**src/rtl/slice_logic_unit_if.sv**
```systemverilog
// Start/operand/result bundle between the ALU sequencer and slice_logic_unit.
// The parity signal and its modport entries exist only when LOGIC_PARITY_EN is defined.
interface slice_logic_unit_if #(
  parameter int unsigned WIDTH = 32
);
  logic             start;
  logic [1:0]       op;
  logic [WIDTH-1:0] a;
  logic [WIDTH-1:0] b;
  logic             busy;
  logic             done;
  logic [WIDTH-1:0] result;
  logic             zero;
`ifdef LOGIC_PARITY_EN
  logic             parity;

  modport master (output start, op, a, b, input busy, done, result, zero, parity);
  modport slave  (input start, op, a, b, output busy, done, result, zero, parity);
`else
  modport master (output start, op, a, b, input busy, done, result, zero);
  modport slave  (input start, op, a, b, output busy, done, result, zero);
`endif
endinterface

```
**src/rtl/slice_logic_unit.sv**
```systemverilog
// Multi-cycle AND/OR/XOR/NOR unit: WIDTH-bit operands processed LSB-first, CHUNK bits per clock.
// Optional parity flag enabled by defining LOGIC_PARITY_EN.
module slice_logic_unit #(
  parameter int unsigned WIDTH = 32,
  parameter int unsigned CHUNK = 4
) (
  input logic               clk,
  input logic               rst_n,
  slice_logic_unit_if.slave bus
);
  localparam int unsigned N  = WIDTH / CHUNK;
  localparam int unsigned CW = (N > 1) ? $clog2(N) : 1;

  typedef enum logic [1:0] {
    S_IDLE = 2'd0,
    S_BUSY = 2'd1,
    S_DONE = 2'd2
  } state_t;

  state_t           r_state;
  state_t           w_state_nxt;
  logic             w_accept;
  logic             w_last;
  logic [CW-1:0]    r_cnt;
  logic [1:0]       r_op;
  logic [WIDTH-1:0] r_a;
  logic [WIDTH-1:0] r_b;
  logic [WIDTH-1:0] r_result;
  logic             r_busy;
  logic             r_done;
  logic             r_zero;
  logic [31:0]      w_base;
  logic [WIDTH-1:0] w_opres;
  logic [WIDTH-1:0] w_mask;
  logic [WIDTH-1:0] w_final;
`ifdef LOGIC_PARITY_EN
  logic             r_parity;
`endif

  // Next state; start is honoured only in IDLE and DONE
  always_comb begin
    w_state_nxt = r_state;
    w_accept    = 1'b0;
    w_last      = (r_cnt == CW'(N - 1));
    case (r_state)
      S_IDLE: begin
        if (bus.start) begin
          w_accept    = 1'b1;
          w_state_nxt = S_BUSY;
        end
      end
      S_BUSY: begin
        if (w_last) w_state_nxt = S_DONE;
      end
      S_DONE: begin
        if (bus.start) begin
          w_accept    = 1'b1;
          w_state_nxt = S_BUSY;
        end else begin
          w_state_nxt = S_IDLE;
        end
      end
      default: w_state_nxt = S_IDLE;
    endcase
  end

  // Whole-word op, then only the current slice is merged into the result
  always_comb begin
    w_opres = '0;
    case (r_op)
      2'b00:   w_opres = r_a & r_b;
      2'b01:   w_opres = r_a | r_b;
      2'b10:   w_opres = r_a ^ r_b;
      default: w_opres = ~(r_a | r_b);
    endcase
    w_base  = 32'(r_cnt) * CHUNK;
    w_mask  = WIDTH'({CHUNK{1'b1}}) << w_base;
    w_final = r_result | (w_opres & w_mask);
  end

  always_ff @(posedge clk or negedge rst_n) begin
    if (!rst_n) begin
      r_state  <= S_IDLE;
      r_cnt    <= '0;
      r_op     <= '0;
      r_a      <= '0;
      r_b      <= '0;
      r_result <= '0;
      r_busy   <= 1'b0;
      r_done   <= 1'b0;
      r_zero   <= 1'b0;
`ifdef LOGIC_PARITY_EN
      r_parity <= 1'b0;
`endif
    end else begin
      r_state <= w_state_nxt;
      r_busy  <= (w_state_nxt == S_BUSY);
      r_done  <= (w_state_nxt == S_DONE);
      if (w_accept) begin
        r_a      <= bus.a;
        r_b      <= bus.b;
        r_op     <= bus.op;
        r_result <= '0;
        r_cnt    <= '0;
      end else if (r_state == S_BUSY) begin
        r_result <= w_final;
        r_cnt    <= r_cnt + CW'(1);
        // Flags change only once the full word is known
        if (w_last) begin
          r_zero   <= (w_final == '0);
`ifdef LOGIC_PARITY_EN
          r_parity <= ^w_final;
`endif
        end
      end
    end
  end

  assign bus.busy   = r_busy;
  assign bus.done   = r_done;
  assign bus.result = r_result;
  assign bus.zero   = r_zero;
`ifdef LOGIC_PARITY_EN
  assign bus.parity = r_parity;
`endif

endmodule

```
**src/flat_wrapper.sv**
```systemverilog
// flat-port wrapper written by rule: the top's interface ports become plain ports
module slice_logic_unit_flat 
#(
  parameter int unsigned WIDTH = 32,
  parameter int unsigned CHUNK = 4
)
  (clk, rst_n, bus_start, bus_op, bus_a, bus_b, bus_busy, bus_done, bus_result, bus_zero);
  slice_logic_unit_if #(.WIDTH(WIDTH)) bus_i ();
  input logic clk;
  input logic rst_n;
  input wire logic [$bits(bus_i.start)-1:0] bus_start;
  input wire logic [$bits(bus_i.op)-1:0] bus_op;
  input wire logic [$bits(bus_i.a)-1:0] bus_a;
  input wire logic [$bits(bus_i.b)-1:0] bus_b;
  output wire logic [$bits(bus_i.busy)-1:0] bus_busy;
  output wire logic [$bits(bus_i.done)-1:0] bus_done;
  output wire logic [$bits(bus_i.result)-1:0] bus_result;
  output wire logic [$bits(bus_i.zero)-1:0] bus_zero;
  assign bus_i.start = bus_start;
  assign bus_i.op = bus_op;
  assign bus_i.a = bus_a;
  assign bus_i.b = bus_b;
  assign bus_busy = bus_i.busy;
  assign bus_done = bus_i.done;
  assign bus_result = bus_i.result;
  assign bus_zero = bus_i.zero;
  slice_logic_unit #(.WIDTH(WIDTH), .CHUNK(CHUNK)) u_core (.clk(clk), .rst_n(rst_n), .bus(bus_i));
endmodule
```
**config.mk**
```make
export PLATFORM = sky130hd
export DESIGN_NAME = slice_logic_unit_flat
export DESIGN_NICKNAME = d
export VERILOG_FILES = /design/src/rtl/slice_logic_unit_if.sv /design/src/rtl/slice_logic_unit.sv /design/src/flat_wrapper.sv
export SDC_FILE = /design/constraint.sdc
export NUM_CORES = 1
export LEC_CHECK = 0
export ABC_AREA = 1
export CORE_MARGIN = 5
export CORE_UTILIZATION = 50
export DETAILED_ROUTE_END_ITERATION = 8
export PLACE_DENSITY = 0.76
export SETUP_SLACK_MARGIN = 0.4
export SLEW_MARGIN = 10
export SYNTH_ARGS = -nofsm -noshare
export SYNTH_HDL_FRONTEND = slang
export SYNTH_SLANG_ARGS = --single-unit
```
**constraint.sdc**
```tcl
create_clock -name clk -period 1.8 [get_ports clk]
set_input_delay 0.54 -clock clk [delete_from_list [all_inputs] [get_ports clk]]
set_output_delay 0.54 -clock clk [all_outputs]
set_load 0.02 [all_outputs]
```
==> flow_summary.json <==
{
  "finalWirelength_mm": 19.0,
  "start_kind": "flip-flop",
  "ys_ff_latch": 106,
  "power.leakage_nw": 4.33,
  "final_util_pct": 71.6,
  "outcome": "complete, no violations",
  "routed_via_density": 5.59,
  "finalSetupViolCount": 0,
  "period_minus_slack_ns": 1.75,
  "maxCapViolCount": 0,
  "rows": 40,
  "clk_path_buf_depth": 2,
  "crit_required_ns": 2.10,
  "ys_seq_area_share_pct": 43.3,
  "fin_ws_ns": 0.0548,
  "yosysTopAreaCell": "dfrtp_1",
  "rsz0062_at_grt": "true",
  "wire_per_inst_um": 17.5,
  "dr.pass1.iters": 5,
  "cp-end-kind": "flip-flop",
  "path_clk_slew_ns": 0.07,
  "yosys_warnings": 0,
  "r2r_slack_ns": 0.05,
  "drt_iter0_drc": 480,
  "start_util_pct": 51.0,
  "finalCritPeriodShare_pct": 97.0,
  "synth_area_per_cell_um2": 7.95,
  "crit_path_max_fanout": 19,
  "n_antenna_cell": 0,
  "drc": 0,
  "placed_area_um2": 7530,
  "worstSkewPairLatency_ns": 0.36,
  "gr-usage-all-layers_pct": 24.4,
  "synth_cells": 770,
  "seqCellArea_um2": 2660,
  "grt_pass1_vias": 5876,
  "grt_overflow": 0,
  "drive_above_1_share_pct": 21.9,
  "cts_tree": "yes",
  "fmax_ghz": 0.573,
  "dp_cells": 1013,
  "crit_arrival_ns": 2.04,
  "cts_sinks": 106,
  "grt_max_degree": 61,
  "clockRootBuffer": "clkbuf_16",
  "endpoint": "u_core.bus.zero$_DFFE_PN0P_",
  "hold_violations": 0,
  "post-place-ws_ns": 0.0553,
  "antenna_found_initial": 0,
  "slew_viol_final": 0,
  "portBuffers": 103,
  "synthTopCellsByArea": "dfrtp_1 43%, ha_1 14%, nand2_1 9.9%",
  "htree_levels": 3,
  "min_path_type": "in -> async",
  "final_common_cell": "nand2_1",
  "p_total_mw": 15.3,
  "nFillCells": 899,
  "r2r-end": "u_core.bus.zero$_DFFE_PN0P_",
  "grt_pass1_wl_mm": 28.4,
  "fp.dieH_um": 121,
  "synth_top_cell_area_share_pct": 43.3,
  "die_w_um": 121,
  "final_nets": 1074,
  "tightest_slew_ns": 0.312,
  "post_synth_num_cell_types": 20,
  "synth.cell_area_um2": 6120,
  "stdcell_count": 1086,
  "area_growth_pct": 40.5,
  "cts_buffers": 9,
  "syn-num-nets": 909,
  "critPathKind": "reg -> reg",
  "vias": 6073,
  "crit_start": "u_core.r_op[0]$_DFFE_PN0P_",
  "power.density_nw_per_um2": 1780,
  "skew_ns": 0.00679,
  "rr_startpoint": "u_core.r_op[0]$_DFFE_PN0P_",
  "max-slew-margin-rel_pct": 79.0,
  "core_um2": 12000,
  "fin_tns_setup_ns": 0,
  "die_area_um2": 14600,
  "postRouteAntennaNets": 0,
  "r2r_cells": 10,
  "final_cell_mix": "152 x nand2_1, 104 x dfrtp_1, 102 x inv_1, 79 x o21ai_0, 67 x clkdlybuf4s50_1",
  "gp_congestion": 0.865,
  "ir_drop_mv": 0.718,
  "fin_hold_ws_ns": 0.0149,
  "hpwl_mm": 12.2,
  "fin_area_um2": 8600,
  "io_pins": 104,
  "multi_input_area_um2": 3090
}
flip-flops by register name, indices dropped and copies added, names as in the netlist:
register           flops
u_core.r_b            32
u_core.bus.zero        1
u_core.r_cnt           3
u_core.r_state         2
u_core.bus.done        1
u_core.r_op            2
u_core.bus.busy        1
u_core.bus.result     32
u_core.r_a            32
per-layer routing:
layer | part of all wire [%] | vias up | GRT usage [%] | wire [um]
li1 | - | 2802 | - | -
met2 | 49 | 319 | 41.1 | 9360
met5 | 0 | - | 0 | 0
met1 | 40 | 2895 | 31.4 | 7610
met4 | 2.4 | 0 | 8.64 | 461
met3 | 8.0 | 57 | 4.72 | 1510
area by class of cell:
type	count	share of cell area, %
multi-input cells	515	35.9
flip-flops and latches	106	30.9
repair buffers	189	22.7
inverters	113	5.18
clock buffers	12	2.98
well taps	147	2.14
clock inverters	3	0.175
repair inverters	1	0.0582
cell families (layout without fill, tap and decap cells):
logic type | after synthesis | in the layout | synth area share [%]
buffers and inverters | 149 | 318 | 9.71
adder cells (fa/ha/maj) | 70 | 70 | 14.3
AND/OR/NAND/NOR | 251 | 251 | 16.4
flip-flops | 106 | 106 | 43.3
AO/OA/AOI/OAI | 194 | 194 | 16.3
critical path: stages, from the launching register on:
cell     delay (ns)
dfrtp_2        0.48
buf_6          0.20
o21ai_0        0.22
nand3_1        0.14
a21oi_2        0.18
nand2_1        0.10
nor2_1         0.09
nand2_1        0.07
nor2_1         0.10
nand2_1        0.06
nand2_1        0.05
what timing repair did:
action,4_1_cts,5_1_grt
hold buffers,0,0
pin swaps,16,26
endpoints found under the setup margin,43,116
cloned,0,6
resized for setup,240,52
buffers inserted,39,13
cell usage after synthesis (all sizes together):
| library cell | count |
|---|---|
| nand2 | 162 |
| nor3 | 1 |
| o211ai | 1 |
| nor2 | 41 |
| o21bai | 1 |
| buf | 11 |
| ha | 70 |
| a21oi | 82 |
| o22ai | 4 |
| o21ai | 105 |
| a22oi | 1 |
| dfrtp | 106 |
| clkbuf | 25 |
| inv | 113 |
| nand3 | 47 |
worst min path at each step:
stage | slack (ns) | cells past startpoint | end
after floorplan | 0.24 | 0 | u_core.bus.busy$_DFF_PN0_
after global placement | 0.39 | 1 | u_core.r_a[21]$_DFFE_PN0P_
after detailed placement | 0.39 | 1 | u_core.r_b[22]$_DFFE_PN0P_
after CTS | 0.01 | 1 | u_core.r_b[22]$_DFFE_PN0P_
after global routing | 0.02 | 1 | u_core.r_b[22]$_DFFE_PN0P_
final | 0.01 | 1 | u_core.r_b[22]$_DFFE_PN0P_
power breakdown:
group | internal (mW) | leakage (nW) | switching [mW] | total, mW
registers | 3.45 | 1.34 | 0.809 | 4.26
clock network | 1.00 | 0.138 | 0.882 | 1.88
logic | 3.85 | 2.84 | 5.27 | 9.13
total | 8.30 | 4.33 | 6.97 | 15.3
(Power assumes the default switching activity.)
